File: src/rtl/fetch_stage_pkg.sv
// Shared pipeline definitions for the fetch stage and the IF/ID boundary into decode.
package fetch_stage_pkg;

  localparam int INSTR_W = 32;
  localparam logic [INSTR_W-1:0] NOP_INSTR_DEF = 32'h0000_0000;
  localparam logic [INSTR_W-1:0] RESET_PC_DEF  = 32'h0000_0000;

  typedef enum logic [1:0] {
    FETCH = 2'd0,
    KILL  = 2'd1,
    HOLD  = 2'd2
  } fetch_state_e;

  typedef struct packed {
    logic [INSTR_W-1:0] instr;
    logic [INSTR_W-1:0] pc_plus4;
    logic               valid;
  } if_id_t;

  // Sequential PC step; 32-bit modulo so 0xFFFF_FFFC rolls over to 0.
  function automatic logic [INSTR_W-1:0] pc_inc(input logic [INSTR_W-1:0] pc);
    return pc + 32'd4;
  endfunction

endpackage

File: src/rtl/fetch_stage_if_id_reg.sv
// IF/ID pipeline register: flush beats hold, hold beats load, otherwise the slot becomes a bubble.
module if_id_reg
  import fetch_stage_pkg::*;
#(
  parameter logic [INSTR_W-1:0] NOP_INSTR = NOP_INSTR_DEF
) (
  input  logic   clk,
  input  logic   rst,
  input  logic   load_i,
  input  logic   hold_i,
  input  logic   flush_i,
  input  if_id_t data_i,
  output if_id_t data_o
);

  if_id_t slot_q, slot_d;

  always_comb begin
    slot_d = slot_q;
    if (flush_i || (!hold_i && !load_i)) begin
      // A bubble keeps the stale pc_plus4; decode ignores it when valid is low.
      slot_d.instr = NOP_INSTR;
      slot_d.valid = 1'b0;
    end else if (!hold_i) begin
      slot_d = data_i;
    end
  end

  always_ff @(posedge clk or posedge rst) begin
    if (rst) begin
      slot_q <= '{instr: NOP_INSTR, pc_plus4: '0, valid: 1'b0};
    end else begin
      slot_q <= slot_d;
    end
  end

  assign data_o = slot_q;

endmodule

File: src/rtl/fetch_stage.sv
// Instruction fetch: PC, req/ack memory port, skid buffer and IF/ID register.
// Optional FETCH_PERF_COUNTERS_EN adds fetch_count and stall_cycles outputs.
module fetch_stage
  import fetch_stage_pkg::*;
#(
  parameter logic [INSTR_W-1:0] RESET_PC  = RESET_PC_DEF,
  parameter logic [INSTR_W-1:0] NOP_INSTR = NOP_INSTR_DEF
) (
  input  logic               clk,
  input  logic               rst,
  input  logic               freeze,
  input  logic               branch_taken,
  input  logic [INSTR_W-1:0] branch_addr,
  output logic               imem_req,
  output logic [INSTR_W-1:0] imem_addr,
  input  logic               imem_ack,
  input  logic [INSTR_W-1:0] imem_rdata,
  output logic [INSTR_W-1:0] pc_out,
  output logic [INSTR_W-1:0] instr_out,
  output logic               instr_valid
`ifdef FETCH_PERF_COUNTERS_EN
  ,
  output logic [31:0]        fetch_count,
  output logic [31:0]        stall_cycles
`endif
);

  localparam if_id_t SLOT_EMPTY = '{instr: NOP_INSTR, pc_plus4: '0, valid: 1'b0};

  fetch_state_e       state_q, state_d;
  logic [INSTR_W-1:0] pc_q, pc_d;
  logic [INSTR_W-1:0] kill_addr_q, kill_addr_d;
  if_id_t             skid_q, skid_d;

  logic               ack_ok;
  logic [INSTR_W-1:0] pc_plus4;
  if_id_t             fetched;
  if_id_t             ld_data;
  logic               load;
  logic               flush;
  if_id_t             slot;

  assign imem_req  = !rst && (state_q != HOLD);
  // While killing, the memory still owes a response for the address it was given.
  assign imem_addr = (state_q == KILL) ? kill_addr_q : pc_q;
  assign ack_ok    = imem_req && imem_ack;
  assign pc_plus4  = pc_inc(pc_q);
  assign fetched   = '{instr: imem_rdata, pc_plus4: pc_plus4, valid: 1'b1};

  always_comb begin
    state_d     = state_q;
    pc_d        = pc_q;
    kill_addr_d = kill_addr_q;
    skid_d      = skid_q;
    load        = 1'b0;
    flush       = 1'b0;
    ld_data     = fetched;
    if (branch_taken) begin
      pc_d   = branch_addr;
      flush  = 1'b1;
      skid_d = SLOT_EMPTY;
      case (state_q)
        FETCH: begin
          if (!ack_ok) begin
            state_d     = KILL;
            kill_addr_d = pc_q;
          end
        end
        KILL:    if (ack_ok) state_d = FETCH;
        default: state_d = FETCH;
      endcase
    end else begin
      case (state_q)
        FETCH: begin
          if (ack_ok) begin
            pc_d = pc_plus4;
            if (freeze) begin
              skid_d  = fetched;
              state_d = HOLD;
            end else begin
              load = 1'b1;
            end
          end
        end
        HOLD: begin
          if (!freeze) begin
            ld_data = skid_q;
            load    = 1'b1;
            skid_d  = SLOT_EMPTY;
            state_d = FETCH;
          end
        end
        KILL:    if (ack_ok) state_d = FETCH;
        default: state_d = FETCH;
      endcase
    end
  end

  always_ff @(posedge clk or posedge rst) begin
    if (rst) begin
      state_q     <= FETCH;
      pc_q        <= RESET_PC;
      kill_addr_q <= RESET_PC;
      skid_q      <= SLOT_EMPTY;
    end else begin
      state_q     <= state_d;
      pc_q        <= pc_d;
      kill_addr_q <= kill_addr_d;
      skid_q      <= skid_d;
    end
  end

  if_id_reg #(
    .NOP_INSTR (NOP_INSTR)
  ) u_if_id (
    .clk     (clk),
    .rst     (rst),
    .load_i  (load),
    .hold_i  (freeze),
    .flush_i (flush),
    .data_i  (ld_data),
    .data_o  (slot)
  );

  assign pc_out      = slot.pc_plus4;
  assign instr_out   = slot.instr;
  assign instr_valid = slot.valid;

`ifdef FETCH_PERF_COUNTERS_EN
  logic [31:0] fetch_count_q;
  logic [31:0] stall_cycles_q;

  always_ff @(posedge clk or posedge rst) begin
    if (rst) begin
      fetch_count_q  <= '0;
      stall_cycles_q <= '0;
    end else begin
      if (load) fetch_count_q <= fetch_count_q + 32'd1;
      if (freeze || (state_q == KILL)) stall_cycles_q <= stall_cycles_q + 32'd1;
    end
  end

  assign fetch_count  = fetch_count_q;
  assign stall_cycles = stall_cycles_q;
`endif

endmodule

File: config.mk
export PLATFORM = sky130hd
export DESIGN_NAME = fetch_stage
export DESIGN_NICKNAME = d
export VERILOG_FILES = /design/src/rtl/fetch_stage_pkg.sv /design/src/rtl/fetch_stage_if_id_reg.sv /design/src/rtl/fetch_stage.sv
export SDC_FILE = /design/constraint.sdc
export NUM_CORES = 1
export LEC_CHECK = 0
export CORE_MARGIN = 4
export CORE_UTILIZATION = 40
export DETAILED_ROUTE_END_ITERATION = 8
export DONT_BUFFER_PORTS = 1
export SYNTH_ARGS = -nofsm -noshare
export SYNTH_HDL_FRONTEND = slang
export SYNTH_SLANG_ARGS = --single-unit
export TNS_END_PERCENT = 5
File: constraint.sdc
create_clock -name clk -period 12.05 [get_ports clk]
set_input_delay 1.205 -clock clk [delete_from_list [all_inputs] [get_ports clk]]
set_output_delay 1.205 -clock clk [all_outputs]
set_load 0.005 [all_outputs]
==> results_dict.tcl <==
set metrics [dict create \
    status "complete, no violations" \
    ir_worst_vdd_v 0.00008572 \
    dieArea_mm2 0.02601 \
    netSwitchingFraction_pct 28.85 \
    syn_inst 897 \
    max-cap-violations 0 \
    fin_tns_setup_ps 0 \
    period_share_pct 26.86 \
    arrival_ps 2030 \
    h-tree-depth 4 \
    portBuffers 0 \
    post_cts_resized 0 \
    viasPerCell 5.482 \
    grt_use_total_pct 18.62 \
    crit_type "in -> out" \
    ant_nets 0 \
    p_per_area_mw_per_mm2 155.5 \
    synth.distinct_cells 52 \
    grt_antenna_before_repair 0 \
    switching_power_mw 0.4558 \
    rsz0062_at_grt "no" \
    postCtsHoldBufs 0 \
    cp_slowest_cell "inv_8" \
    drc 0 \
    drv_slew 0 \
    final_net_count 924 \
    finClkSkew_ps 25.01 \
    max_stage_delay_ps 540 \
    coreArea_mm2 0.02285 \
    sequentialPowerShare_pct 51.5 \
    area_growth_pct 8.093 \
    crit_buf_inv 1 \
    clock_path_buffers 2 \
    drt_iter0_drc 509 \
    cp_data_required_time_ps 10850 \
    pwr-share-clk_pct 36.8 \
    synth_warnings 0 \
    grt_pass1_wl_um 38340 \
    drive_gt1_share_pct 14.65 \
    synth_area_mm2 0.009399 \
    p_leak_nw 4.264 \
    cts_tree "built" \
    finalSetupViolations 0 \
    antenna_cells 0 \
    min_period_ps 3237 \
    wl_per_cell_um 20.22 \
    die_h_um 161.3 \
    path_max_fanout 125 \
    grt_max_degree 126 \
    clock_latency_ps 450 \
    path_cells "inv_8, and2_1" \
    avgSynthCellArea_um2 10.48 \
    gp_congestion 0.8314 \
    cts_buffers 17 \
    cts_sinks 196 \
    design_area_mm2 0.01016 \
    synth_flop_cell "dfrtp_1" \
    yosysSeqAreaShare_pct 52.18 \
    overflow 0 \
    pwr-share-comb_pct 11.7 \
    synth-seq-cells 196 \
    place_area_mm2 0.009562 \
    p_int_mw 1.124 \
    timing.fmax_mhz 308.9 \
    synth_edf_count 0 \
    cts-root-buf "clkbuf_16" \
    grt_pass1_vias 6484 \
    path_clk_slew_ps 70 \
    startpoint_type "primary input" \
    initial_core_util_pct 41.14 \
    worst_pin_slew_ps 1017 \
    hold_path.class "reg -> reg" \
    ios 167 \
    via_count 6469 \
    wirelength_um 23860 \
    crit_path_end_kind "output pin" \
    hold_viol 0 \
    rows 55 \
    syn_nets 967 \
    max_slew_margin_pct 31.92 \
    post_cts_buffers 0 \
    place_hpwl_um 15930 \
    cpLargestDelayFamily "buffers and inverters" \
    drtPass1Iterations 6 \
    die_x_um 161.3 \
    async_flop_share_pct 100.0 \
]
-- synthesized netlist by cell type, types with 13 or more instances --
cell type    n  area, µm²
o21ai_1     15      75.07
nor2_1      22      82.58
nand2_1    142      533.0
dfrtp_1    196       4905
nand3_1     30      150.1
buf_2       17      85.08
nand4_1     16      100.1
mux2i_1     35      350.3
a22o_1      40      350.3
clkbuf_1    38      142.6
xnor2_1     13      113.9
xor2_1      37      324.1
mux2_2      66      743.2
o21ai_0    107      535.5
nor3_1      14      70.07
-- path summary, 6_finish.rpt --
check	cells past startpoint	to	startpoint	slack, ps
min in group asynchronous	1	u_if_id.data_o[38]	rst	770
hold / removal	2	skid_q[29]	skid_q[29]	460
setup reg to reg	5	pc_q[15]	state_q[1]	9460
max in group asynchronous	2	kill_addr_q[16]	rst	9750
setup / recovery	2	imem_req	rst	8810
hold reg to reg	2	skid_q[29]	skid_q[29]	460
-- cell families after synthesis --
family	Yosys count	share of synthesized area, %
and+or+nand+nor	275	14.91
DFF	196	52.18
AOI/OAI and AO/OA	194	12.45
muxes	101	11.63
buffers and inverters	80	4.034
xor gates and xnor gates	50	4.659
adders and majority gates	1	0.1331
-- through the flow --
stage / hold slack (ps) / cells / utilization, % / worst slack, ps / power, mW
floorplan: 433.4 / 897 / - / 5116 / 0.9562
global placement: 443.6 / 1148 / 41.85 / 8691 / 1.012
detailed placement: 450.2 / 1148 / 41.85 / 8656 / 1.018
CTS: 466.1 / 1180 / 44.47 / 8722 / 1.602
global route: 491.4 / 1180 / 44.47 / 8644 / 1.662
finish: 462.4 / 1180 / 44.47 / 8813 / 1.580
-- power groups by stage --
stage	clock (mW)	sequential, mW	combinational [mW]
5_1_grt	0.625	0.824	0.213
4_1_cts	0.597	0.815	0.190
3_5_place_dp	0	0.829	0.190
2_1_floorplan	0	0.783	0.173
3_3_place_gp	0	0.825	0.186
6_report	0.581	0.813	0.185
-- cell type report --
cell class / count / area (µm²)
Inverter: 8 / 37.54
Tap cell: 313 / 391.6
Multi-Input combinational cell: 621 / 4153
Clock buffer: 18 / 439.2
Fill cell: 2200 / 12690
Timing Repair Buffer: 10 / 75.07
Clock inverter: 14 / 158.9
Sequential cell: 196 / 4905
-- metal layers --
layer  share of wire, %  vias to the layer above  global-route usage [%]
met5                  0                        -                       0
met4               0.98                        0                   4.382
met3                9.5                       20                   8.012
met2                 44                      213                   27.69
met1                 45                     3171                   25.35
li1                   -                     3065                       -
-- registers in the layout, summed over array words and instances (netlist names) --
| register | cells |
|---|---|
| kill_addr_q | 32 |
| pc_q | 32 |
| state_q | 2 |
| skid_q | 65 |
| u_if_id.data_o | 65 |
-- placed cells by master, fill, tap and decap left out, types with 7 or more instances in the layout --
| cell type | count |
|---|---|
| nand2_1 | 142 |
| and3_1 | 10 |
| a21oi_1 | 11 |
| o21ai_1 | 15 |
| o21ai_0 | 107 |
| mux2_2 | 66 |
| clkbuf_16 | 17 |
| mux2i_1 | 35 |
| a22o_1 | 40 |
| xnor2_1 | 13 |
| dfrtp_1 | 196 |
| buf_4 | 10 |
| nand4_1 | 16 |
| xor2_1 | 37 |
| nor3_1 | 14 |
| nand3_1 | 30 |
| nor2_1 | 20 |
| inv_1 | 7 |
No activity file was read; power rests on OpenSTA's default activity.
